## config.mk

```make
export PLATFORM = sky130hd
export DESIGN_NAME = multi_cond_sequencer
export DESIGN_NICKNAME = d
export VERILOG_FILES = /design/src/rtl/multi_cond_sequencer.sv
export SDC_FILE = /design/constraint.sdc
export NUM_CORES = 1
export LEC_CHECK = 0
export ABC_CLOCK_PERIOD_IN_PS = 2100
export CAP_MARGIN = 20
export CORE_MARGIN = 4
export CORE_UTILIZATION = 49
export CTS_BUF_LIST = sky130_fd_sc_hd__clkbuf_8
export DETAILED_ROUTE_END_ITERATION = 12
export HOLD_SLACK_MARGIN = 0.12
export PLACE_DENSITY = 0.78
export SYNTH_ARGS = -nofsm -noshare
export SYNTH_HDL_FRONTEND = slang
export SYNTH_SLANG_ARGS = --single-unit
```

## constraint.sdc

```tcl
create_clock -name clk -period 2.1 [get_ports clk]
set_input_delay 0.315 -clock clk [delete_from_list [all_inputs] [get_ports clk]]
set_output_delay 0.315 -clock clk [all_outputs]
set_load 0.005 [all_outputs]
```

## src/rtl/multi_cond_sequencer.sv

```systemverilog
// N-channel condition sequencer: sticky seen flags, first/last arrival index, arm-gated controller with timeout.
// Optional ascending-order arrival checking is enabled by defining MCS_ORDER_CHECK_EN.
module multi_cond_sequencer #(
    parameter int N_CH        = 4,
    parameter int TIMEOUT_CYC = 16,
    parameter int CNT_W       = 8,
    localparam int IDX_W      = ($clog2(N_CH) > 1) ? $clog2(N_CH) : 1
) (
    input  logic             clk,
    input  logic             rst_n,
    input  logic [N_CH-1:0]  cond,
    input  logic             arm,
    input  logic             clear,
    output logic [N_CH-1:0]  seen,
    output logic [IDX_W-1:0] first_idx,
    output logic [IDX_W-1:0] last_idx,
    output logic [1:0]       state,
    output logic             active,
    output logic             done,
    output logic             err
);

    typedef enum logic [1:0] {
        ST_IDLE  = 2'b00,
        ST_TRACK = 2'b01,
        ST_DONE  = 2'b10,
        ST_ERR   = 2'b11
    } state_t;

    localparam logic [N_CH-1:0]  ALL_ONES = {N_CH{1'b1}};
    localparam logic [CNT_W-1:0] CNT_MAX  = {CNT_W{1'b1}};
    localparam logic [CNT_W-1:0] TO_LAST  = CNT_W'((TIMEOUT_CYC > 32'sd0) ? (TIMEOUT_CYC - 32'sd1) : 32'sd0);
    localparam logic             TO_EN    = (TIMEOUT_CYC > 32'sd0);

    function automatic logic [IDX_W-1:0] lowest_idx(input logic [N_CH-1:0] v);
        lowest_idx = {IDX_W{1'b0}};
        for (int i = N_CH - 1; i >= 0; i--) begin
            lowest_idx = v[i] ? IDX_W'(i) : lowest_idx;
        end
    endfunction

    function automatic logic [IDX_W-1:0] highest_idx(input logic [N_CH-1:0] v);
        highest_idx = {IDX_W{1'b0}};
        for (int i = 0; i < N_CH; i++) begin
            highest_idx = v[i] ? IDX_W'(i) : highest_idx;
        end
    endfunction

    state_t           state_r;
    state_t           state_nxt_s;
    logic [N_CH-1:0]  seen_r;
    logic [IDX_W-1:0] first_idx_r;
    logic [IDX_W-1:0] last_idx_r;
    logic [CNT_W-1:0] timer_r;
    logic [CNT_W-1:0] timer_nxt_s;
    logic             done_r;
    logic [N_CH-1:0]  seen_nxt_s;
    logic [N_CH-1:0]  new_s;
    logic             complete_s;
    logic             timeout_s;
    logic             order_viol_s;
    logic             active_s;
    logic             err_s;

    assign seen_nxt_s = seen_r | cond;
    assign new_s      = cond & ~seen_r;
    assign complete_s = (seen_nxt_s == ALL_ONES);
    assign timeout_s  = TO_EN && (timer_r == TO_LAST);

`ifdef MCS_ORDER_CHECK_EN
    logic [N_CH-1:0] above_s;

    // A new arrival is out of order when any higher channel has already been seen.
    always_comb begin
        above_s = {N_CH{1'b0}};
        for (int i = 0; i < N_CH; i++) begin
            for (int j = i + 1; j < N_CH; j++) begin
                above_s[i] = above_s[i] | seen_r[j];
            end
        end
        order_viol_s = |(new_s & above_s);
    end
`else
    assign order_viol_s = 1'b0;
`endif

    // Arrival tracker: runs regardless of arm or controller state.
    always_ff @(posedge clk or negedge rst_n) begin
        if (!rst_n) begin
            seen_r      <= {N_CH{1'b0}};
            first_idx_r <= {IDX_W{1'b0}};
            last_idx_r  <= {IDX_W{1'b0}};
        end else if (clear) begin
            seen_r      <= {N_CH{1'b0}};
            first_idx_r <= {IDX_W{1'b0}};
            last_idx_r  <= {IDX_W{1'b0}};
        end else begin
            seen_r <= seen_nxt_s;
            if ((seen_r == {N_CH{1'b0}}) && (cond != {N_CH{1'b0}})) begin
                first_idx_r <= lowest_idx(cond);
            end
            if ((seen_r != ALL_ONES) && complete_s) begin
                last_idx_r <= highest_idx(new_s);
            end
        end
    end

    // Controller state, timer and done pulse registers.
    always_ff @(posedge clk or negedge rst_n) begin
        if (!rst_n) begin
            state_r <= ST_IDLE;
            timer_r <= {CNT_W{1'b0}};
            done_r  <= 1'b0;
        end else if (clear) begin
            state_r <= ST_IDLE;
            timer_r <= {CNT_W{1'b0}};
            done_r  <= 1'b0;
        end else begin
            state_r <= state_nxt_s;
            timer_r <= timer_nxt_s;
            done_r  <= (state_nxt_s == ST_DONE) && (state_r != ST_DONE);
        end
    end

    // Next-state logic; completion outranks timeout and order errors.
    always_comb begin
        state_nxt_s = state_r;
        case (state_r)
            ST_IDLE: begin
                if (!arm) begin
                    state_nxt_s = ST_IDLE;
                end else if (complete_s) begin
                    state_nxt_s = ST_DONE;
                end else if (order_viol_s) begin
                    state_nxt_s = ST_ERR;
                end else if (seen_nxt_s != {N_CH{1'b0}}) begin
                    state_nxt_s = ST_TRACK;
                end else begin
                    state_nxt_s = ST_IDLE;
                end
            end
            ST_TRACK: begin
                if (complete_s) begin
                    state_nxt_s = ST_DONE;
                end else if (timeout_s || order_viol_s) begin
                    state_nxt_s = ST_ERR;
                end else begin
                    state_nxt_s = ST_TRACK;
                end
            end
            ST_DONE: state_nxt_s = ST_DONE;
            ST_ERR:  state_nxt_s = ST_ERR;
            default: state_nxt_s = ST_IDLE;
        endcase
    end

    // Timer counts only while tracking and saturates instead of wrapping.
    always_comb begin
        timer_nxt_s = {CNT_W{1'b0}};
        if (state_r != ST_TRACK) begin
            timer_nxt_s = {CNT_W{1'b0}};
        end else if (timer_r == CNT_MAX) begin
            timer_nxt_s = timer_r;
        end else begin
            timer_nxt_s = timer_r + CNT_W'(1);
        end
    end

    // Status decode from the registered state.
    always_comb begin
        active_s = 1'b0;
        err_s    = 1'b0;
        case (state_r)
            ST_TRACK: active_s = 1'b1;
            ST_ERR:   err_s    = 1'b1;
            default: begin
                active_s = 1'b0;
                err_s    = 1'b0;
            end
        endcase
    end

    assign seen      = seen_r;
    assign first_idx = first_idx_r;
    assign last_idx  = last_idx_r;
    assign state     = state_r;
    assign active    = active_s;
    assign done      = done_r;
    assign err       = err_s;

endmodule

```

# Word level (Yosys, flattened, before mapping)
# Index checks and enable logic that the tools add are counted.
# W data, S select, Z words.
classes:
  n_addsub: 1
  n_mux: 25
  n_bitwise: 3
  reduce_logical: 9
  n_eq_ne: 11
ops:
  columns: ["op", "n"]
  rows:
  - ["$mux W2", 15]
  - ["$mux W8", 3]
  - ["$add A8 B1 Y8 const B", 1]
  - ["$eq A8 B4 Y1 const B", 1]
  - ["$eq A8 B8 Y1 const B", 1]
  - ["$pmux W2 S4", 1]
  - ["$reduce_bool A4 Y1", 2]
  - ["$eq A2 B2 Y1 const B", 3]
  - ["$mux W1", 5]
  - ["$and A4 B4 Y4", 1]
  - ["$eq A4 B4 Y1 const B", 1]
  - ["$logic_not A4 Y1", 1]
  - ["$mux W4", 1]
  - ["$ne A4 B4 Y1 const B", 1]
  - ["$not A4 Y4", 1]
  - ["$or A4 B4 Y4", 1]
  - ["$reduce_bool A2 Y1", 2]
  - ["$logic_and A1 B1 Y1", 3]
  - ["$ne A3 B3 Y1 const B", 1]
  - ["$eq A2 B1 Y1 const B", 1]
  - ["$logic_not A2 Y1", 1]
  - ["$ne A2 B1 Y1 const B", 1]
  - ["$ne A2 B2 Y1 const B", 1]
totals:
  reg_bits: 19
  in_bits: 8
  elab_cells: 55
  output_inout_bits: 13

# Longest topological paths before layout
# Gate-level depths: netlist of the first run.
logic_depth:
  word_depth: 9
  mapped_depth: 5
  mapped_depth_nobuf: 4

# Worst setup path before layout of the first run
# Ideal clock, no wire load.
synth_timing:
  path_kind: "register to register"
  start: "reg timer_r[0]"
  end: "reg state_r[1] (netlist: state[1])"
  required_ns: 1.962
  arrival_ns: 1.172
  period_less_slack_ns: 1.310
  path_slack_ns: 0.790
  n_path_buf: 1
  setup_ns: 0.138
  stages_incl_launch_ff: 6
  path_cell_list: "dfrtp_1 -> ha_1 -> and3_1 -> buf_2 -> a41oi_1 -> a21oi_1"
synth_between:
  elab_chain_cells: 5
synth_rtl:
  columns: ["element", "line_no", "rtl"]
  rows:
  - ["start, declared", "54", "logic [CNT_W-1:0] timer_r;"]
  - ["start signal, assigned", "112", "timer_r <= {CNT_W{1'b0}};"]
  - ["start signal, assigned", "116", "timer_r <= {CNT_W{1'b0}};"]
  - ["start signal, assigned", "120", "timer_r <= timer_nxt_s;"]
  - ["$eq A8 B4 Y1", "68", "assign timeout_s = TO_EN && (timer_r == TO_LAST);"]
  - ["$mux W2", "145", "end else if (timeout_s || order_viol_s) begin"]
  - ["$mux W2", "143", "if (complete_s) begin"]
  - ["$pmux W2 S4", "128", "case (state_r)"]
  - ["$mux W2", "114", "end else if (clear) begin"]
  - ["end signal, assigned", "119", "state_r <= state_nxt_s;"]
  - ["end, declared", "49", "state_t state_r;"]
# No other way between the ends.
# A chain may end at the register's enable or synchronous reset.

# Final worst setup path of the first run
layout_timing:
  start: "reg state_r[1] (netlist: state[1])"
  end: "out active"
layout_between:
  elab_chain_cells: 2
layout_rtl:
  columns: ["element", "line_no", "rtl"]
  rows:
  - ["$eq A2 B1 Y1", "173", "case (state_r)"]
  - ["$mux W1", "173", null]
  - ["end, declared", "18", "output logic active,"]
# No other way between the ends.

==> results of run 1 <==
logic make-up after synthesis:
logic type                 synth area share, %
AOI/OAI and AO/OA                         21.5
adders and majority gates                 1.29
buffers and inverters                     2.96
DFF                                       49.0
muxes                                     1.03
and+or+nand+nor                           24.2
through the flow:
step	setup slack [ns]	power [µW]	instance area (µm²)
6_report	0.349	793	1250
5_1_grt	0.237	839	1250
4_1_cts	0.346	800	1250
3_5_place_dp	0.445	540	1200
3_3_place_gp	0.509	537	1200
2_1_floorplan	0.790	462	971
where the power goes:
group / internal (µW) / switching, µW / total, µW
Combinational: 71.7 / 55.0 / 127
Clock: 132 / 128 / 260
Sequential: 382 / 23.6 / 406
sequential cells by signal, indices dropped and copies added (netlist names):
| name | count |
|---|---|
| seen | 4 |
| state | 2 |
| timer_r | 8 |
| first_idx | 2 |
| last_idx | 2 |
| done | 1 |
cell type report:
| type | instances | area share (%) |
|---|---|---|
| clock buffers | 3 | 3.30 |
| clock inverters | 1 | 0.400 |
| inverters | 4 | 1.20 |
| multi-input cells | 72 | 37.3 |
| flip-flops and latches | 19 | 38.0 |
| well taps | 25 | 2.50 |
| repair buffers | 22 | 17.2 |
synthesized netlist by cell type, drive strengths merged (2+ instances only):
| master | instances |
|---|---|
| nand2 | 4 |
| nand3 | 3 |
| o22a | 2 |
| a31oi | 6 |
| inv | 4 |
| nor4 | 3 |
| nor3 | 4 |
| and3 | 4 |
| nand4 | 2 |
| a311oi | 3 |
| nor2 | 11 |
| o21ai | 3 |
| a211oi | 3 |
| a21oi | 5 |
| buf | 3 |
| dfrtp | 19 |
| nand2b | 4 |
layer usage:
metal | share of wire (%) | global-route usage (%) | vias to the layer above
met5 | 0 | 0 | -
met4 | 1.4 | 7.66 | 0
met3 | 3.7 | 3.70 | 3
met2 | 46 | 30.8 | 20
met1 | 49 | 25.9 | 411
li1 | - | - | 413
worst max-delay path by stage:
stage,from,to,slack (ns),cells past startpoint
after floorplan,timer_r[0]$_DFFE_PN0P_,state[1]$_DFF_PN0_,0.79,5
after detailed placement,cond[3],last_idx[0]$_DFFE_PN0P_,0.44,4
final,state[1]$_DFF_PN0_,active,0.35,2
after global placement,cond[1],last_idx[1]$_DFFE_PN0P_,0.51,4
after CTS,state[1]$_DFF_PN0_,active,0.35,2
after global routing,state[0]$_DFF_PN0_,active,0.24,2
==> flow_metrics.py, run 1 <==
metrics = {
    "routing": {
        "vias": 847,
        "wl_per_cell_um": 15.4,
        "antenna_left": 0,
        "drt-initial-drc-count": 26,
        "drt_first_pass_iters": 4,
        "vias_per_cell": 5.80,
        "drt-total-wl_um": 2240,
        "drc": 0,
    },
    "place": {
        "place_hpwl_um": 1630,
        "place_congestion": 0.856,
        "port_buffers": 20,
        "placed_cells": 142,
    },
    "synth": {
        "yosys_warnings": 0,
        "avgSynthCellArea_um2": 9.91,
        "synth_nets": 107,
        "async_flop_share_pct": 100,
        "synth-edff-count": 0,
        "synth-main-ff-cell": "dfrtp_1",
        "yosysTopAreaCell": "dfrtp_1",
        "ys_ff_latch": 19,
        "synth_cells": 98,
        "ys_types": 36,
        "syn_area_um2": 971,
        "ys_seq_area_share_pct": 49.0,
        "synth_top_area_share_pct": 49.0,
        "synthTopCellsByArea": "dfrtp_1 49%, nor2_1 4.3%, a31oi_1 3.9%, a311oi_1 2.7%, a21oi_1 2.6%",
    },
    "critical_path": {
        "path_cells": "nor2b_1, clkdlybuf4s50_1",
        "cp_data_arrival_time_ns": 1.44,
        "max_stage_delay_ns": 0.52,
        "path_max_fanout": 9,
        "r2r_slack_ns": 0.61,
        "cp-end-kind": "output pin",
        "slowest_stage": "clkdlybuf4s50_1",
        "startpoint_type": "flop",
        "worstPathRequired_ns": 1.78,
        "rr_startpoint": "timer_r[0]$_DFFE_PN0P_",
        "r2r-end": "timer_r[3]$_DFFE_PN0P_",
        "critPathBufInv": 1,
        "path_delay_family": "buffers and inverters",
        "critPathKind": "flop to output pin",
        "r2r_cells": 4,
    },
    "finish": {
        "n_antenna_cell": 0,
        "multi_input_area_um2": 467,
        "drive_gt1_share_pct": 8.26,
        "seq_area_um2": 475,
        "syn_to_final_growth_pct": 28.7,
        "layout_common_cells": "20 x clkdlybuf4s50_1, 19 x dfrtp_1, 11 x nor2_1, 6 x a31oi_1, 5 x a21oi_1",
        "final_cells": 146,
        "fill_cells": 152,
        "finish.utilization_pct": 69.4,
        "nets": 131,
        "layout_commonest_cell": "clkdlybuf4s50_1",
    },
    "run": {
        "maxCapViolCount": 0,
    },
    "pwr": {
        "power_density_nw_per_um2": 634,
        "ir_drop_mv": 0.451,
        "leakage_uw": 0.000521,
    },
    "global_route": {
        "grt_pass1_vias": 849,
        "track_usage_pct": 19.4,
        "antenna_found_initial": 0,
        "grt_overflow": 0,
        "grt_pass1_wl_um": 3900,
        "grt_max_degree": 20,
    },
    "clock_tree": {
        "clock_path_buffers": 2,
        "path_clk_slew_ns": 0.07,
        "ctsHoldBuffers": 0,
        "cts_buffers": 3,
        "cts.sinks": 19,
        "clock_latency_ns": 0.26,
        "post_cts_buffers": 0,
        "cts_tree": "yes",
        "htreeDepth": 1,
        "cts_root_buf": "clkbuf_8",
        "ctsResizeCount": 0,
    },
    "floorplanning": {
        "core_um2": 1800,
        "std_cell_rows": 15,
        "die_y_um": 52.5,
        "dieArea_um2": 2760,
        "die_width_um": 52.5,
        "start_util_pct": 53.9,
        "ioPinCount": 21,
    },
    "worst_hold_path": {
        "hold_path_class": "primary input to async pin",
    },
    "timing": {
        "final-max-slew-violation-count": 0,
        "period_share_pct": 83.4,
        "relSlewSlack_pct": 65.6,
        "finalSetupViolations": 0,
        "maxClockFrequency_mhz": 571,
        "hold_ws_ns": 0.376,
        "fin_skew_ns": 0.00130,
        "period_minus_slack_ns": 1.75,
        "fin_setup_tns_ns": 0,
        "rsz0062_at_grt": "no",
        "worstMarginPinSlew_ns": 0.515,
        "finalHoldViolCount": 0,
    },
    "outcome": {
        "outcome": "completed",
    },
}
Note: power is estimated with default switching activity, not from simulation.
==> run 2, diff against run 1 <==
--- a/config.mk
+++ b/config.mk
@@ -5,7 +5,7 @@
 export SDC_FILE = /design/constraint.sdc
 export NUM_CORES = 1
 export LEC_CHECK = 0
-export ABC_CLOCK_PERIOD_IN_PS = 2100
+export ABC_CLOCK_PERIOD_IN_PS = 1700
 export CAP_MARGIN = 20
 export CORE_MARGIN = 4
 export CORE_UTILIZATION = 49
==> constraint.sdc (replaced) <==
create_clock -name clk -period 1.7 [get_ports clk]
set_input_delay 0.255 -clock clk [delete_from_list [all_inputs] [get_ports clk]]
set_output_delay 0.255 -clock clk [all_outputs]
set_load 0.005 [all_outputs]
==> run 2 against run 1 <==
Compared with the run above:
- combinational power rose by 24%
- core utilization rose by 0.56 points
- cell area rose by 0.80%
- global-route usage fell by 1.2 points
- register-to-register slack got worse by 0.40 ns
- sequential power rose by 24%
- flip-flop and latch count did not move
- non-clock buffer count rose by 1
- sequential share of layout area fell by 0.10 points
- first-iteration DRC count rose by 27%
- largest cell class unchanged
- largest power group unchanged
==> flow_metrics.py, run 2 (synthesis gave the netlist of run 1 again) <==
metrics = {
    "routing": {
        "wl_per_cell_um": 15.3,
        "vias": 861,
        "antenna_left": 0,
        "drt-initial-drc-count": 33,
        "vias_per_cell": 5.86,
        "drt_first_pass_iters": 4,
        "drc": 0,
        "drt-total-wl_um": 2250,
    },
    "critical_path": {
        "path_max_fanout": 9,
        "startpoint_type": "flop",
        "critPathKind": "flop to output pin",
        "critPathBufInv": 1,
        "r2r_cells": 4,
        "path_delay_family": "buffers and inverters",
        "max_stage_delay_ns": 0.52,
        "path_cells": "nor2b_1, clkdlybuf4s50_1",
        "rr_startpoint": "timer_r[0]$_DFFE_PN0P_",
        "worstPathRequired_ns": 1.44,
        "worstSetupPathDepth": 2,
        "cp_data_arrival_time_ns": 1.39,
        "cp-end-kind": "output pin",
        "timing.critical_path.from": "state[1]$_DFF_PN0_",
        "slowest_stage": "clkdlybuf4s50_1",
    },
    "floorplanning": {
        "std_cell_rows": 15,
        "dieArea_um2": 2760,
        "die_width_um": 52.5,
        "core_um2": 1800,
        "die_y_um": 52.5,
        "start_util_pct": 53.9,
        "ioPinCount": 21,
    },
    "timing": {
        "layout_setup_ws_ns": 0.0507,
        "fin_skew_ns": 0.00520,
        "period_share_pct": 97.0,
        "hold_ws_ns": 0.330,
        "fin_setup_tns_ns": 0,
        "final-max-slew-violation-count": 0,
        "period_minus_slack_ns": 1.65,
        "relSlewSlack_pct": 78.2,
        "maxClockFrequency_mhz": 606,
        "finalHoldViolCount": 0,
        "rsz0062_at_grt": "no",
        "finalSetupViolations": 0,
        "worstMarginPinSlew_ns": 0.324,
    },
    "pwr": {
        "ir_drop_mv": 0.456,
        "leakage_uw": 0.000523,
        "power_density_nw_per_um2": 773,
    },
    "clock_tree": {
        "cts_buffers": 3,
        "clock_path_buffers": 2,
        "path_clk_slew_ns": 0.07,
        "post_cts_buffers": 0,
        "clock_latency_ns": 0.25,
        "cts_tree": "yes",
        "cts_root_buf": "clkbuf_8",
        "cts.sinks": 19,
        "htreeDepth": 1,
    },
    "finish": {
        "layout_commonest_cell": "clkdlybuf4s50_1",
        "layout_common_cells": "20 x clkdlybuf4s50_1, 17 x dfrtp_1, 11 x nor2_1, 6 x a31oi_1, 5 x a21oi_1",
        "n_antenna_cell": 0,
        "syn_to_final_growth_pct": 29.8,
        "largest_reg_flops": 8,
        "seq_area_um2": 478,
        "nets": 132,
        "regMostFlops": "timer_r",
        "multi_input_area_um2": 467,
        "fill_cells": 150,
        "drive_gt1_share_pct": 10.7,
    },
    "global_route": {
        "grt_max_degree": 20,
        "track_usage_pct": 18.2,
        "antenna_found_initial": 0,
        "grt_pass1_wl_um": 3780,
        "grt_pass1_vias": 830,
        "grt_overflow": 0,
    },
    "place": {
        "port_buffers": 20,
        "preCtsSetupSlack_ns": 0.146,
        "place_congestion": 0.857,
        "place_hpwl_um": 1610,
    },
    "outcome": {
        "outcome": "completed",
    },
    "run": {
        "maxCapViolCount": 0,
    },
    "worst_hold_path": {
        "hold_path_class": "primary input to async pin",
    },
}
==> run 2: changes by cell type in the layout (fill, tap and decap cells not counted), sizes merged <==
cell and delta:
buf +1
==> run 2: final cells by class <==
| cell class | instances | share of cell area (%) |
|---|---|---|
| Tap cell | 25 | 2.48 |
| Clock buffer | 3 | 3.28 |
| Multi-Input combinational cell | 72 | 37.0 |
| Timing Repair Buffer | 23 | 17.7 |
| Clock inverter | 1 | 0.397 |
| Sequential cell | 19 | 37.9 |
| Inverter | 4 | 1.19 |
==> run 2: routing by layer <==
layer  up-vias  track usage [%]  wire, µm
li1        419                -         -
met1       409             24.8       992
met2        31             30.0      1110
met3         2             2.56       139
met4         0             5.11         9
met5         -                0         0
==> run 2: worst paths after layout <==
check	endpoint	slack, ns
max reg2reg	timer_r[5]$_DFFE_PN0P_	0.21
min	timer_r[5]$_DFFE_PN0P_	0.33
max in group asynchronous	state[0]$_DFF_PN0_	1.16
min reg2reg	timer_r[6]$_DFFE_PN0P_	0.53
max	active	0.05
min in group clk	timer_r[6]$_DFFE_PN0P_	0.53
==> run 2: repair_timing <==
action,in CTS,in global routing
gates resized for setup,0,2
hold buffers,0,0
setup endpoints to repair,0,2
hold endpoints to repair,0,0
==> run 2: report_power, final <==
group          switching, µW  leakage (µW)  internal [µW]  total [µW]
Clock                    151     0.0000255            163         314
Sequential              30.1      0.000253            473         503
Combinational           66.7      0.000245           90.5         157
==> run 2: metrics by stage <==
step	area (µm²)	cells	power, µW	util (%)
after floorplan	971	98	571	-
after global placement	1210	143	665	67.2
after global routing	1260	147	1010	69.9
after detailed placement	1210	143	668	67.2
after CTS	1260	147	976	69.8
final	1260	147	974	69.9
==> run 2: worst register-to-register path, stage by stage (launching register included) <==
cell and delay (ns):
dfrtp_1 0.43, ha_1 0.23, and3_1 0.31, nand3_2 0.18
a211oi_1 0.24
==> run 3, diff against run 2 <==
--- a/config.mk
+++ b/config.mk
@@ -13,6 +13,8 @@
 export DETAILED_ROUTE_END_ITERATION = 12
 export HOLD_SLACK_MARGIN = 0.12
 export PLACE_DENSITY = 0.78
+export SKIP_LAST_GASP = 1
+export SLEW_MARGIN = 20
 export SYNTH_ARGS = -nofsm -noshare
 export SYNTH_HDL_FRONTEND = slang
 export SYNTH_SLANG_ARGS = --single-unit
==> results of run 3 <==
Same layout as run 2: the final DEF is identical, and so are final timing and power.
